`config.mk`:
```
export PLATFORM = sky130hd
export DESIGN_NAME = unreg_capture
export DESIGN_NICKNAME = d
export VERILOG_FILES = /design/src/rtl/unreg_pkg.sv /design/src/rtl/unreg_skid2.sv /design/src/rtl/unreg_capture.sv
export SDC_FILE = /design/constraint.sdc
export NUM_CORES = 1
export LEC_CHECK = 0
export ABC_AREA = 1
export BUFFER_PORTS_ARGS = -buffer_cell sky130_fd_sc_hd__clkbuf_2
export CORE_UTILIZATION = 59
export DETAILED_ROUTE_END_ITERATION = 10
export PLACE_DENSITY = 0.95
export RECOVER_POWER = 100
export SYNTH_ARGS = -nofsm -noshare
export SYNTH_HDL_FRONTEND = slang
export SYNTH_SLANG_ARGS = --single-unit
```
`constraint.sdc`:
```
create_clock -name pclk -period 3.2 [get_ports pclk]
set_input_delay 0.16 -clock pclk [delete_from_list [all_inputs] [get_ports pclk]]
set_output_delay 0.16 -clock pclk [all_outputs]
set_load 0.01 [all_outputs]
```
`src/rtl/unreg_pkg.sv`:
```
`default_nettype none
// unreg_pkg: shared types and the select/clear/invert word-formation rule.
package unreg_pkg;

  localparam int W_DEF     = 16;
  localparam int CNT_W_DEF = 8;

  typedef enum logic [1:0] {
    IDLE  = 2'd0,
    RUN   = 2'd1,
    DRAIN = 2'd2,
    DONE  = 2'd3
  } state_t;

  function automatic logic [W_DEF-1:0] form_word(
    input logic [W_DEF-1:0] a,
    input logic [W_DEF-1:0] b,
    input logic             sel,
    input logic             clr,
    input logic             inv
  );
    logic [W_DEF-1:0] f;
    f = clr ? '0 : (sel ? b : a);
    return inv ? ~f : f;
  endfunction

endpackage
`default_nettype wire

```
`src/rtl/unreg_skid2.sv`:
```
`default_nettype none
// unreg_skid2: 2-entry FIFO; head register drives the output, tail holds the second word.
module unreg_skid2 #(
  parameter int W = 16
) (
  input  logic         clk,
  input  logic         rst_n,
  input  logic         push,
  input  logic [W-1:0] din,
  input  logic         out_ready,
  output logic         out_valid,
  output logic [W-1:0] dout,
  output logic [1:0]   count
);

  logic [W-1:0] head;
  logic [W-1:0] tail;
  logic         pop;

  assign out_valid = (count != 2'd0);
  assign pop       = out_valid & out_ready;
  assign dout      = out_valid ? head : '0;

  always_ff @(posedge clk or negedge rst_n) begin
    if (!rst_n) begin
      count <= 2'd0;
      head  <= '0;
      tail  <= '0;
    end else begin
      case (count)
        2'd0: begin
          if (push) begin
            head  <= din;
            count <= 2'd1;
          end
        end
        2'd1: begin
          if (push && pop) begin
            head <= din;
          end else if (push) begin
            tail  <= din;
            count <= 2'd2;
          end else if (pop) begin
            count <= 2'd0;
          end
        end
        2'd2: begin
          // The tail always advances into the head on a pop.
          if (pop) begin
            head <= tail;
            if (push) tail <= din;
            else      count <= 2'd1;
          end
        end
        default: count <= 2'd0;
      endcase
    end
  end

endmodule
`default_nettype wire

```
`src/rtl/unreg_capture.sv`:
```
`default_nettype none
// unreg_capture: handshaked word formation into a 2-entry FIFO under a burst controller.
module unreg_capture
  import unreg_pkg::*;
#(
  parameter int W     = W_DEF,
  parameter int CNT_W = CNT_W_DEF
) (
  input  logic             pclk,
  input  logic             prst_n,
  input  logic             pstart,
  input  logic [CNT_W-1:0] plen,
  input  logic             pin_valid,
  output logic             pin_ready,
  input  logic [W-1:0]     pa,
  input  logic [W-1:0]     pb,
  input  logic             psel,
  input  logic             pclr,
  input  logic             pinv,
  output logic             pout_valid,
  input  logic             pout_ready,
  output logic [W-1:0]     pout,
  output logic             pbusy,
  output logic             pdone
);

  logic           rst_meta;
  logic           rst_sync_n;
  state_t         state;
  state_t         state_nxt;
  logic [CNT_W:0] remaining;
  logic [1:0]     fifo_count;
  logic           accept;
  logic           pop;
  logic [W-1:0]   word;

  // Reset asserts immediately and releases two edges later.
  always_ff @(posedge pclk or negedge prst_n) begin
    if (!prst_n) begin
      rst_meta   <= 1'b0;
      rst_sync_n <= 1'b0;
    end else begin
      rst_meta   <= 1'b1;
      rst_sync_n <= rst_meta;
    end
  end

  assign word      = form_word(pa, pb, psel, pclr, pinv);
  assign pin_ready = (state == RUN) && (fifo_count < 2'd2) && (remaining != '0);
  assign accept    = pin_valid & pin_ready;
  assign pop       = pout_valid & pout_ready;
  assign pbusy     = (state != IDLE);

  always_ff @(posedge pclk or negedge rst_sync_n) begin
    if (!rst_sync_n) begin
      state     <= IDLE;
      remaining <= '0;
    end else begin
      state <= state_nxt;
      if (state == IDLE && pstart) begin
        remaining <= (plen == '0) ? {1'b1, {CNT_W{1'b0}}} : {1'b0, plen};
      end else if (accept) begin
        remaining <= remaining - 1'b1;
      end
    end
  end

  always_comb begin
    state_nxt = state;
    pdone     = 1'b0;
    case (state)
      IDLE:  if (pstart) state_nxt = RUN;
      RUN:   if (accept && remaining == {{CNT_W{1'b0}}, 1'b1}) state_nxt = DRAIN;
      // No pushes happen in DRAIN, so a pop at count 1 empties the FIFO.
      DRAIN: if (pop && fifo_count == 2'd1) state_nxt = DONE;
      DONE: begin
        pdone     = 1'b1;
        state_nxt = IDLE;
      end
      default: state_nxt = IDLE;
    endcase
  end

  unreg_skid2 #(.W(W)) u_fifo (
    .clk       (pclk),
    .rst_n     (rst_sync_n),
    .push      (accept),
    .din       (word),
    .out_ready (pout_ready),
    .out_valid (pout_valid),
    .dout      (pout),
    .count     (fifo_count)
  );

endmodule
`default_nettype wire

```
=== Word level (Yosys, flattened, before mapping) ===
Index checks and enable logic that the tools add are counted.

* Add/subtract/negate cells: 1
* $lt $le $gt $ge: 1
* Eq/ne operators: 15
* Multiplexer cells: 27
* Bitwise operators: 3
* Reductions and logical operators: 19

{| class="wikitable"
|+ Operators with widths
! operator !! count
|-
| 16-bit 2-to-1 mux || 10
|-
| 16-bit case mux with 3 select lines || 1
|-
| 16-bit case mux with 2 select lines || 1
|-
| 9-bit 2-to-1 mux || 3
|-
| 2-bit 2-to-1 mux || 9
|-
| 16-bit inverter || 1
|-
| 2-bit inequality test (second input constant) || 6
|-
| 9-bit by 1-bit equality test with 1-bit output (second input constant) || 1
|-
| 9-bit nonzero test || 1
|-
| 9-bit by 1-bit subtractor with 9-bit output (second input constant) || 1
|-
| 8-bit zero test || 1
|-
| 2-bit case mux with 4 select lines || 1
|-
| 2-bit nonzero test || 4
|-
| 2-bit equality test (second input constant) || 3
|-
| 1-bit logical AND || 6
|-
| 2-bit case mux with 3 select lines || 1
|-
| 3-bit AND reduction || 2
|-
| 5-bit AND reduction || 1
|-
| 2-bit by 1-bit equality test with 1-bit output (second input constant) || 2
|-
| 2-bit zero test || 2
|-
| 2-bit by 1-bit inequality test with 1-bit output (second input constant) || 2
|-
| 4-bit AND reduction || 1
|-
| 3-bit inequality test (second input constant) || 1
|-
| 3-bit nonzero test || 1
|-
| other kinds (3) || 4
|}

* Register bits after elaboration: 47
* Bits of input ports: 48
* Word-level logic and storage cells: 73

=== Depth between registers and ports, before layout ===
* Depth after elaboration: 7
* Mapped depth: 11

=== Cells and area by module ===
A second synthesis with hierarchy kept.

* Cell total of the unflattened synthesis: 430
* Area total of the unflattened synthesis: 3096.7 um^2

{| class="wikitable"
|+ Modules (own cells, without submodules)
! module !! times used !! cells each !! area an instance (um^2) !! seq. area each (um^2)
|-
| unreg_skid2 || 1 || 229 || 1744.2 || 850.8
|-
| unreg_capture || 1 || 201 || 1352.5 || 325.3
|}

=== Worst setup path before layout ===
OpenSTA, ideal clock, no wires.

* Kind: flip-flop to flip-flop
* Start: register state[1]
* End: register u_fifo.count[0]
* Library setup time: 0.063 ns
* Arrival: 1.557 ns
* Slack: 1.580 ns
* Cell stages (with the launch flop): 10
* Buffers on the path: 0
* Period minus slack after synthesis: 1.620 ns
* Cell sequence: dfrtp_1 -> inv_1 -> ha_1 -> inv_1 -> nor2_1 -> a21boi_0 -> nand3_1 -> nand3_1 -> nand2_1 -> inv_1

* Word-level cells in the longest chain between the ends: 7
* Elaborated cells on any way between the ends: 13
* Those cells by class: 5 x eq/ne; 3 x mux; 1 x bitwise; 4 x reduce/logical

{| class="wikitable"
|+ Ends and longest elaborated chain
! element !! RTL line !! text
|-
| start: declaration || unreg_capture.sv:29 || <nowiki>state_t state;</nowiki>
|-
| start signal: assignment || unreg_capture.sv:59 || <nowiki>state <= state_nxt;</nowiki>
|-
| 2-bit by 1-bit equality test with 1-bit output * || unreg_capture.sv:49 || <nowiki>assign pin_ready = (state == RUN) && (fifo_count < 2'd2) && (remaining != '0);</nowiki>
|-
| 1-bit logical AND * (2 in a row) || unreg_capture.sv:49 ||
|-
| via pin_ready || unreg_capture.sv:14 || <nowiki>output logic pin_ready,</nowiki>
|-
| 1-bit bitwise AND * || unreg_capture.sv:50 || <nowiki>assign accept = pin_valid & pin_ready;</nowiki>
|-
| 2-bit 2-to-1 mux / 1-bit logical AND (equally long branches) || unreg_skid2.sv:40, unreg_skid2.sv:38 ||
|-
| 2-bit 2-to-1 mux / 2-bit inequality test (equally long branches) || -- ||
|-
| 2-bit case mux with 3 select lines / 5-bit AND reduction (equally long branches) || -- ||
|-
| end signal: assignment || unreg_skid2.sv:34 || <nowiki>count <= 2'd1;</nowiki>
|-
| end signal: assignment || unreg_skid2.sv:42 || <nowiki>count <= 2'd2;</nowiki>
|-
| end signal: assignment || unreg_skid2.sv:44 || <nowiki>count <= 2'd0;</nowiki>
|-
| end: declaration || unreg_skid2.sv:13 || <nowiki>output logic [1:0] count</nowiki>
|}

The timed path passes the listed nets; every way through them passes the cells marked *. The select of a mux whose other input is x is not followed.
A chain may end at the register's enable or synchronous reset.

=== Worst setup path in the final report ===
* Start: register u_fifo.count[1]
* End: register u_fifo.head[11]

* Word-level cells in the longest chain between the ends: 7
* Elaborated cells on any way between the ends: 16
* Those cells by class: 1 x order compare; 5 x eq/ne; 1 x mux; 2 x bitwise; 7 x reduce/logical

{| class="wikitable"
|+ Ends and longest elaborated chain
! element !! RTL line !! text
|-
| start signal: assignment || unreg_skid2.sv:26 || <nowiki>count <= 2'd0;</nowiki>
|-
| start signal: assignment || unreg_skid2.sv:34 ||
|-
| start signal: assignment || unreg_skid2.sv:42 ||
|-
| 2-bit less-than comparator || unreg_capture.sv:49 ||
|-
| 1-bit logical AND (2 in a row) || unreg_capture.sv:49 ||
|-
| 1-bit bitwise AND || unreg_capture.sv:50 ||
|-
| 1-bit logical AND || unreg_skid2.sv:38 || <nowiki>if (push && pop) begin</nowiki>
|-
| 2-bit by 1-bit inequality test with 1-bit output (no source line) || -- ||
|-
| 4-bit AND reduction (no source line) || -- ||
|-
| end signal: assignment || unreg_skid2.sv:33 || <nowiki>head <= din;</nowiki>
|-
| end signal: assignment || unreg_skid2.sv:39 || <nowiki>head <= din;</nowiki>
|-
| end signal: assignment || unreg_skid2.sv:50 || <nowiki>head <= tail;</nowiki>
|-
| end: declaration || unreg_skid2.sv:16 || <nowiki>logic [W-1:0] head;</nowiki>
|}

Several ways; a longest one is shown, not always the timed one.

==> flow_summary.html <==
<table>
<tr><th>Metric</th><th>Value</th></tr>
<tr><th colspan="2">Die</th></tr>
<tr><td>Die Outline Area</td><td>roughly 5600 sq um</td></tr>
<tr><td>Core Rows</td><td>26</td></tr>
<tr><td>Number of top-level design ports</td><td>slightly below 70</td></tr>
<tr><td>Initial cell density of the core</td><td>about three fifths</td></tr>
<tr><td>X dimension of the die</td><td>between 70 and 80 microns</td></tr>
<tr><td>Die boundary height</td><td>~75 microns</td></tr>
<tr><td>Core area</td><td>a little over 5000 sq um</td></tr>
<tr><th colspan="2">Placed design</th></tr>
<tr><td>Number of placed instances with taps included</td><td>574</td></tr>
<tr><td>Cell Area, Placed</td><td>roughly 3500 sq um</td></tr>
<tr><td>Sum of net half-perimeters after detailed placement</td><td>roughly 5 mm</td></tr>
<tr><td>Port-buffer cells</td><td>67</td></tr>
<tr><td>RePlAce Congestion</td><td>approximately 0.9</td></tr>
<tr><th colspan="2">CTS</th></tr>
<tr><td>Buffer levels on the longest clock path</td><td>2</td></tr>
<tr><td>Clock input transition at the sequential cells of the worst setup and hold paths</td><td>0.09 ns</td></tr>
<tr><td>CTS root buffer</td><td>clkbuf_8</td></tr>
<tr><td>Post-cts repair resize count</td><td>0</td></tr>
<tr><td>Clk Latency, worst-skew pair</td><td>0.30 ns</td></tr>
<tr><td>Level count of the clock H-tree</td><td>2</td></tr>
<tr><td>TritonCTS clock tree</td><td>yes</td></tr>
<tr><td>Number of sinks handled by clock tree synthesis</td><td>47</td></tr>
<tr><td>TritonCTS Buffers</td><td>5</td></tr>
<tr><th colspan="2">Global route</th></tr>
<tr><td>Global-route wire length before repair</td><td>between 10 and 15 mm</td></tr>
<tr><td>Antenna violations before repair</td><td>0</td></tr>
<tr><td>Aggregate global routing overflow</td><td>0</td></tr>
<tr><td>Pin count of the biggest net entering global routing</td><td>between 40 and 50</td></tr>
<tr><td>Total routing resource utilization after global routing</td><td>about 25%</td></tr>
<tr><td>Via count of the first global-routing pass</td><td>approximately 2,600</td></tr>
<tr><th colspan="2">Yosys</th></tr>
<tr><td>Synthesized area divided by synthesized cell count</td><td>between 6 and 7 sq um</td></tr>
<tr><td>Area contributors post-synth</td><td>dfrtp_1 38%, nand3_1 9.9%, nand2_1 8.6%, nor2_1 8.0%, inv_1 7.9%</td></tr>
<tr><td>Post-Syn Area</td><td>between 3000 and 4000 sq um</td></tr>
<tr><td>Post-synth EDFFs</td><td>0</td></tr>
<tr><td>Flip-flop cell with the highest count after synthesis</td><td>dfrtp_1</td></tr>
<tr><td>Number of instances in the synthesized netlist</td><td>approximately 460</td></tr>
<tr><td>Unique masters post-synth</td><td>28</td></tr>
<tr><td>Yosys top cell area share</td><td>roughly 38%</td></tr>
<tr><td>Async S/R FF share, synth</td><td>100.0%</td></tr>
<tr><td>Most frequently used cell type in the post-synthesis netlist</td><td>nand2_1</td></tr>
<tr><td>Largest area contributor in the synthesized netlist</td><td>dfrtp_1</td></tr>
<tr><td>Sequential element share of the synthesized area</td><td>a little under two fifths</td></tr>
<tr><td>Yosys warning count</td><td>0</td></tr>
<tr><td>Ranking of synthesized cells by instance count</td><td>72 x nand2_1, 67 x nor2_1, 66 x inv_1</td></tr>
<tr><td>Total of flip-flops plus latches after synthesis</td><td>47</td></tr>
<tr><td>Post-synthesis net count</td><td>roughly 510</td></tr>
<tr><th colspan="2">Route</th></tr>
<tr><td>Number of vias after detailed routing</td><td>~3,000</td></tr>
<tr><td>Post-detailed-routing wire length</td><td>6.786 mm</td></tr>
<tr><td>Drt via density</td><td>slightly above 5</td></tr>
<tr><td>Routed wire length per instance</td><td>between 10 and 15 microns</td></tr>
<tr><td>Antenna-violating nets left</td><td>0</td></tr>
<tr><td>Residual DRC count</td><td>0</td></tr>
<tr><td>DRT iter0 DRCs</td><td>roughly 150</td></tr>
<tr><td>First-pass DRT Iterations</td><td>4</td></tr>
<tr><th colspan="2">Layout</th></tr>
<tr><td>Final std cell area, no fill</td><td>roughly 3500 sq um</td></tr>
<tr><td>Antenna cell count</td><td>0</td></tr>
<tr><td>Number of nets in the layout</td><td>between 500 and 600</td></tr>
<tr><td>Post-route insts no fill</td><td>between 500 and 600</td></tr>
<tr><td>Synth-to-Final Area Change</td><td>11.91%</td></tr>
<tr><td>Fraction of final layout cells with drive strength greater than 1</td><td>roughly 16%</td></tr>
<tr><th colspan="2">Setup path</th></tr>
<tr><td>Reg-to-reg slack, setup</td><td>~0.77 ns</td></tr>
<tr><td>FF-to-FF Start</td><td>u_fifo.count[1]</td></tr>
<tr><td>Peak fanout along the critical path</td><td>19</td></tr>
<tr><td>Kind of end point of the critical path</td><td>flop</td></tr>
<tr><td>Worst setup path endpoint</td><td>u_fifo.head[11]</td></tr>
<tr><td>Critical Path Start Type</td><td>flop</td></tr>
<tr><td>Endpoint arrival time on the critical path</td><td>between 2 and 3 ns</td></tr>
<tr><td>Required time at the worst-slack endpoint</td><td>3.39 ns</td></tr>
<tr><td>Endpoint of the lowest-slack register-to-register path</td><td>u_fifo.head[11]</td></tr>
<tr><td>Worst R2R Path Depth</td><td>6</td></tr>
<tr><td>Path type of the worst setup path</td><td>flop to flop</td></tr>
<tr><td>Setup crit start</td><td>u_fifo.count[1]</td></tr>
<tr><th colspan="2">Timing</th></tr>
<tr><td>Worst hold-check slack</td><td>approximately 0.090 ns</td></tr>
<tr><td>Post-Route Skew</td><td>between 0.004 and 0.005 ns</td></tr>
<tr><td>Slew headroom</td><td>-20.11%</td></tr>
<tr><td>Setup Viol. Count Final</td><td>0</td></tr>
<tr><td>Slew of the pin with the lowest slew margin</td><td>~1.8 ns</td></tr>
<tr><td>Final Hold Viols</td><td>0</td></tr>
<tr><td>Setup TNS after final layout</td><td>0 ns</td></tr>
<tr><td>Minimum clock period after layout</td><td>2.429 ns</td></tr>
<tr><td>Post-route fraction of the period consumed by the critical path</td><td>between 70% and 80%</td></tr>
<tr><td>Max-slew violation count</td><td>46</td></tr>
<tr><td>Setup repair after global routing missed its margin</td><td>false</td></tr>
<tr><td>Timing-limited maximum frequency</td><td>about 0.41 GHz</td></tr>
<tr><th colspan="2">Status</th></tr>
<tr><td>Violated checks</td><td>capacitance limit, slew limit</td></tr>
<tr><td>Status</td><td>complete, but fails checks</td></tr>
<tr><th colspan="2">Hold path</th></tr>
<tr><td>Worst hold path class</td><td>input pin to flop</td></tr>
<tr><th colspan="2">Pwr</th></tr>
<tr><td>Total power per unit cell area</td><td>slightly below 800 nW/um^2</td></tr>
<tr><td>IR Drop Worst-Case VDD</td><td>about 340 uV</td></tr>
<tr><td>Overall Power</td><td>2.692 mW</td></tr>
<tr><td>Lkg Pwr</td><td>1.874 nW</td></tr>
<tr><th colspan="2">Run</th></tr>
<tr><td>Count of max-cap constraint violations</td><td>1</td></tr>
</table>
-- worst max-delay path, cell delays in order (launching register included) --
cell and delay, ns:
dfrtp_1 0.44, nor2_1 0.86, inv_2 0.06, nand2_1 0.49
nand2_4 0.22, nor2_1 0.19, nor2_1 0.06
-- cell families (layout without fill, tap and decap cells) --
| logic type | count (synthesis) | count (layout) | share of synthesized area [%] |
|---|---|---|---|
| adders and majority gates | 8 | 8 | 3.196 |
| and+or+nand+nor | 245 | 245 | 36.32 |
| buffers and inverters | 90 | 146 | 11.59 |
| xor gates and xnor gates | 2 | 2 | 0.5594 |
| AOI/OAI and AO/OA | 64 | 64 | 10.67 |
| DFF | 47 | 47 | 37.55 |
| other | 1 | 1 | 0.1197 |
-- worst min path at each step --
stage / cells past startpoint / startpoint / end
floorplan: 0 / prst_n / rst_meta
global placement: 1 / prst_n / rst_meta
detailed placement: 1 / prst_n / rst_meta
CTS: 3 / plen[6] / remaining[6]
global route: 3 / plen[5] / remaining[5]
finish: 3 / plen[6] / remaining[6]
-- through the flow --
stage	utilization, %	setup WS [ns]
2_1_floorplan	-	1.580
3_3_place_gp	67.66	1.329
3_5_place_dp	67.66	1.187
4_1_cts	69.52	1.162
5_1_grt	68.62	0.5564
6_report	68.62	0.7715
-- registers in the layout (all words and copies together), names as in the netlist --
| signal | cells |
|---|---|
| u_fifo.head | 16 |
| u_fifo.count | 2 |
| rst_sync_n | 1 |
| u_fifo.tail | 16 |
| rst_meta | 1 |
| remaining | 9 |
| state | 2 |
-- final cells by class --
| cell class | instances | area (sq um) |
|---|---|---|
| well taps | 70 | 87.58 |
| flip-flops and latches | 47 | 1176 |
| inverters | 70 | 262.8 |
| repair buffers | 68 | 320.3 |
| fillers | 444 | 1603 |
| clock buffers | 6 | 72.57 |
| clock inverters | 2 | 12.51 |
| multi-input cells | 320 | 1573 |
-- layout by cell type, fill, tap and decap left out, types with 2 or more instances in the layout --
master    count
nor2_1       68
nand2_4       2
dfrtp_1      47
inv_1        66
a21oi_1      19
inv_2         4
xor2_1        2
clkbuf_8      5
nand4_1      18
nand2_2       2
or2_2        17
ha_1          8
clkbuf_2     47
o211ai_1      4
clkbuf_1     21
o21ai_0      38
nand3_1      63
nand2_1      72
-- where the power goes --
group	leakage, nW	switching, mW	total [mW]	internal [mW]
Combinational	1.29	0.868	1.32	0.453
Sequential	0.543	0.160	1.02	0.861
Clock	0.0412	0.198	0.351	0.153
Total	1.87	1.23	2.69	1.47
-- repair_timing --
| action | in CTS | in global routing |
|---|---|---|
| hold endpoints to repair | 2 | 0 |
| hold buffers | 1 | 0 |
| setup endpoints to repair | 0 | 0 |
| buffers inserted | 0 | 0 |
-- per-layer routing --
metal / vias up / global-route usage [%] / wire length, microns
li1: 1568 / - / -
met2: 98 / 45.05 / 3259
met1: 1359 / 30.80 / 3162
met4: 0 / 6.918 / 71
met3: 4 / 3.347 / 293
met5: - / 0 / 0
Note: power is estimated with default switching activity, not from simulation.
